--- config.mk ---
export PLATFORM = sky130hd
export DESIGN_NAME = uart_cmd_parser
export DESIGN_NICKNAME = d
export VERILOG_FILES = /design/src/rtl/uart_cmd_parser.sv
export SDC_FILE = /design/constraint.sdc
export NUM_CORES = 1
export LEC_CHECK = 0
export BUFFER_PORTS_ARGS = -buffer_cell sky130_fd_sc_hd__buf_2
export CORE_MARGIN = 1.5
export CORE_UTILIZATION = 39
export CTS_BUF_LIST = sky130_fd_sc_hd__clkbuf_16
export DETAILED_ROUTE_END_ITERATION = 8
export MAX_ROUTING_LAYER = met4
export SLEW_MARGIN = 25
export SYNTH_ARGS = -nofsm -noshare
export SYNTH_HDL_FRONTEND = slang
export SYNTH_SLANG_ARGS = --single-unit
export TNS_END_PERCENT = 1
--- constraint.sdc ---
create_clock -name uart_clock -period 2.02 [get_ports uart_clock]
set_input_delay 0.303 -clock uart_clock [delete_from_list [all_inputs] [get_ports uart_clock]]
set_output_delay 0.303 -clock uart_clock [all_outputs]
set_load 0.01 [all_outputs]
--- src/rtl/uart_cmd_parser.sv ---
// Byte-stream command parser: HEADER, OPCODE, A_HI, A_LO, B_HI, B_LO, CHK.
// Latches a command when its XOR checksum matches; flags mismatches and inter-byte timeouts.
module uart_cmd_parser #(
  parameter logic [7:0]  HEADER         = 8'hA5,
  parameter logic [23:0] TIMEOUT_CYCLES = 24'd1000000
) (
  input  logic        uart_clock,
  input  logic        uart_reset,
  input  logic [7:0]  rx_data,
  input  logic        rx_valid,
  output logic [7:0]  cmd_opcode,
  output logic [15:0] op_a,
  output logic [15:0] op_b,
  output logic        cmd_valid,
  output logic        cmd_error,
  output logic        busy
);

  localparam int unsigned CNT_W = 24;

  typedef enum logic [2:0] {
    S_IDLE, S_OPC, S_AHI, S_ALO, S_BHI, S_BLO, S_CHK
  } state_t;

  state_t            state;
  logic              rx_valid_d;
  logic [CNT_W-1:0]  tcnt;
  logic [7:0]        csum;
  logic [7:0]        sh_opc;
  logic [15:0]       sh_a;
  logic [15:0]       sh_b;
  logic              strobe_c;
  logic              timeout_c;

  // One byte per rising edge of rx_valid, however long it stays high.
  assign strobe_c  = rx_valid & ~rx_valid_d;
  assign timeout_c = (state != S_IDLE) && (tcnt == TIMEOUT_CYCLES - CNT_W'(1));

  always_ff @(posedge uart_clock or negedge uart_reset) begin
    if (!uart_reset) begin
      state      <= S_IDLE;
      rx_valid_d <= 1'b1;
      tcnt       <= '0;
      csum       <= '0;
      sh_opc     <= '0;
      sh_a       <= '0;
      sh_b       <= '0;
      cmd_opcode <= '0;
      op_a       <= '0;
      op_b       <= '0;
      cmd_valid  <= 1'b0;
      cmd_error  <= 1'b0;
      busy       <= 1'b0;
    end else begin
      rx_valid_d <= rx_valid;
      cmd_valid  <= 1'b0;
      cmd_error  <= 1'b0;

      if (state == S_IDLE || strobe_c) tcnt <= '0;
      else                             tcnt <= tcnt + CNT_W'(1);

      // A strobe in the same cycle as the timeout wins.
      if (timeout_c && !strobe_c) begin
        cmd_error <= 1'b1;
        busy      <= 1'b0;
        state     <= S_IDLE;
      end else if (strobe_c) begin
        case (state)
          S_IDLE: begin
            if (rx_data == HEADER) begin
              csum  <= '0;
              busy  <= 1'b1;
              state <= S_OPC;
            end
          end
          S_OPC: begin
            sh_opc <= rx_data;
            csum   <= rx_data;
            state  <= S_AHI;
          end
          S_AHI: begin
            sh_a[15:8] <= rx_data;
            csum       <= csum ^ rx_data;
            state      <= S_ALO;
          end
          S_ALO: begin
            sh_a[7:0] <= rx_data;
            csum      <= csum ^ rx_data;
            state     <= S_BHI;
          end
          S_BHI: begin
            sh_b[15:8] <= rx_data;
            csum       <= csum ^ rx_data;
            state      <= S_BLO;
          end
          S_BLO: begin
            sh_b[7:0] <= rx_data;
            csum      <= csum ^ rx_data;
            state     <= S_CHK;
          end
          S_CHK: begin
            if (rx_data == csum) begin
              cmd_opcode <= sh_opc;
              op_a       <= sh_a;
              op_b       <= sh_b;
              cmd_valid  <= 1'b1;
            end else begin
              cmd_error  <= 1'b1;
            end
            busy  <= 1'b0;
            state <= S_IDLE;
          end
          default: begin
            busy  <= 1'b0;
            state <= S_IDLE;
          end
        endcase
      end
    end
  end

endmodule
==> impl_results.md <==
- Status: completed
- HPWL after detailed placement: 7550 um
- Asr flop ratio synth: 100%
- Final TNS setup: 0 ns
- Syn Inst Count: 409
- Reg area: 2980 sq um
- Synthesis-to-finish area growth: 21.8%
- DRT iter0 DRCs: 188
- ANT nets after route: 0
- Leakage power: 3.20 nW
- Syn_nets: 421
- Initial antenna violation count: 0
- Final worst slack: 0.116 ns
- PwrDens: 1160 nW/um^2
- Count of port buffers added during placement: 53
- Design Power: 7.54 mW
- Worst Path Class, Setup: reg -> reg
- Final core utilization: 48.9%
- Finished Layout Cells: 675
- Critical Path End Type: flop
- Share of layout cells above drive strength 1: 41.5%
- Most common cell in the synthesized netlist: dfrtp_1
- Skew-Pair Late Insertion Delay: 0.42 ns
- Placed Area: 5910 sq um
- Hold WC Path Type: in -> reg
- Num ports: 54
- Yosys cell types: 42
- Crit path max fanout: 41
- Period utilisation layout: 94.3%
- Row cnt: 42
- Worst Path Required: 2.31 ns
- Fin. max-slew vios: 0
- Routed WL: 11,200 um
- CP arrival: 2.20 ns
- Drt drc: 0
- Fmax: 525 MHz
- Final nets: 498
- Die outline width: 120 um
- Max clock buf depth: 2
- Design area: 6510 sq um
- Clock tree from TritonCTS: done
- Die area: 14,400 sq um
- Clock transition at the registers of the reported paths: 0.06 ns
- Die Ht: 120 um
- Sequential-to-total area share from yosys stat: 55.8%
- Gr usage total: 17.6%
- Final hold vios: 0
- Setup Skew: 0.0119 ns
- Core area: 13,300 sq um
- Max Cap Viol: 0
- RSZ-0062 raised after global routing: false
- VDD IR-drop max: 0.000682 V
- #FFs+latches synth: 119
- Area of the multi-input gates: 2200 sq um
- Setup bufs post-CTS: 0
- Placed Cells: 642
- Count of final setup violators: 0
- First-pass detailed-route iteration total: 4
- Antenna Cells: 0
- CTS H-tree depth: 4
- Ys flop type: dfrtp_1
- First-pass GRT wire length: 18,900 um
- CP Launch Type: flop
- Wirelength per Cell: 16.6 um
- Layout fillers: 1,117
- EDFF count, synth: 0
- Initial Util: 40.2%
- Vias post-DR: 3,454
- Pre-CTS setup slack: -0.0430 ns
- Slew @ Worst Pin: 0.572 ns
- Clock Sinks: 119
- Largest cells by area after synthesis: dfrtp_1 55%, mux2_4 11%, mux2_2 8.6%
- Final Hold Slack: 0.0201 ns
- Synth top cells by count: 118 x dfrtp_1, 41 x mux2_2, 39 x mux2_4
- Final min period: 1.90 ns
- Vias/cell: 5.12
- Post-Syn Area: 5340 sq um
- Root Driver: clkbuf_16
- RePlAce Congestion: 0.799
- Largest net degree at the start of global routing: 43
- Yosys warns: 0
- TritonCTS Buffers: 17
- Vias in the first global route: 3,567
- Worst rel slew slack: 61.9%
- Congestion Overflow GR: 0
- Yosys top cell by area: dfrtp_1
- Top cell type's share of synthesized area: 55.3%
- Post-Syn Area per Cell: 13.1 sq um
state kept, by name (all words and copies together) (netlist names), 3 cells and up:
signal,flops
tcnt,24
op_a,16
state,3
sh_opc,8
csum,8
cmd_opcode,8
op_b,16
sh_b,16
sh_a,16
final timing paths:
| kind | start | end | slack (ns) | cells past startpoint |
|---|---|---|---|---|
| worst min-delay path | rx_valid | rx_valid_d$_DFF_PN1_ | 0.02 | 1 |
| worst max register to register | csum[3]$_DFFE_PN0P_ | op_b[2]$_DFFE_PN0P_ | 0.12 | 5 |
| max in group asynchronous | uart_reset | tcnt[17]$_DFF_PN0_ | 0.95 | 3 |
| worst max-delay path | csum[3]$_DFFE_PN0P_ | op_b[2]$_DFFE_PN0P_ | 0.12 | 5 |
| min in group asynchronous | uart_reset | tcnt[1]$_DFF_PN0_ | 0.43 | 2 |
| worst min register to register | tcnt[0]$_DFF_PN0_ | tcnt[0]$_DFF_PN0_ | 0.48 | 1 |
power by group:
part / internal, mW / total (mW) / switching [mW]
sequential: 2.91 / 3.23 / 0.328
combinational: 0.764 / 1.50 / 0.732
clock: 1.69 / 2.81 / 1.12
logic make-up (layout without fill, tap and decap cells):
group | Yosys count | after routing | share of synthesized area (%)
compound gates | 41 | 41 | 4.73
xor+xnor | 21 | 21 | 3.44
fa+ha+maj | 1 | 1 | 0.234
buf+inv | 29 | 119 | 3.79
flops | 119 | 119 | 55.8
mux | 82 | 82 | 20.0
simple gates | 116 | 116 | 12.1
area by class of cell:
type,instances,share of cell area [%]
well taps,176,3.38
clock buffers,17,6.54
clock inverters,15,2.00
multi-input cells,261,33.8
flip-flops and latches,119,45.8
repair buffers,85,8.42
inverters,2,0.115
what timing repair did:
action                                  in CTS  in global routing
endpoints found under the setup margin      39                 42
resized for setup                            2                  4
pin swaps                                    0                  3
hold buffers                                 1                  0
hold endpoints to repair                    36                  0
per-layer routing:
metal,GRT usage (%),vias to the layer above,wire length (um)
met5,-,-,0
met3,3.90,7,409
met4,6.85,0,119
met2,26.2,73,5330
met1,23.5,1750,5380
li1,-,1624,-
layout by cell type, fill, tap and decap left out, drive strengths merged, types with 2 or more instances in the layout:
cell type	count
nor2	24
mux2	80
and3	3
or3b	2
nand4	10
and4	5
nand3	9
clkbuf	17
nor4b	4
clkinv	7
dfrtp	118
buf	84
mux2i	2
nand2	24
or3	6
a21oi	11
nor3	11
xnor2	10
nor4	2
o31ai	13
or4	7
nand3b	2
inv	4
xor2	11
clkinvlp	5
nand2b	3
o21ai	12
critical path, stage by stage, from the launching register on:
cell	delay [ns]
dfrtp_1	0.40
xnor2_1	0.18
nand4_1	0.18
or3b_4	0.42
buf_12	0.21
mux2_4	0.33
Note: power is estimated with default switching activity, not from simulation.
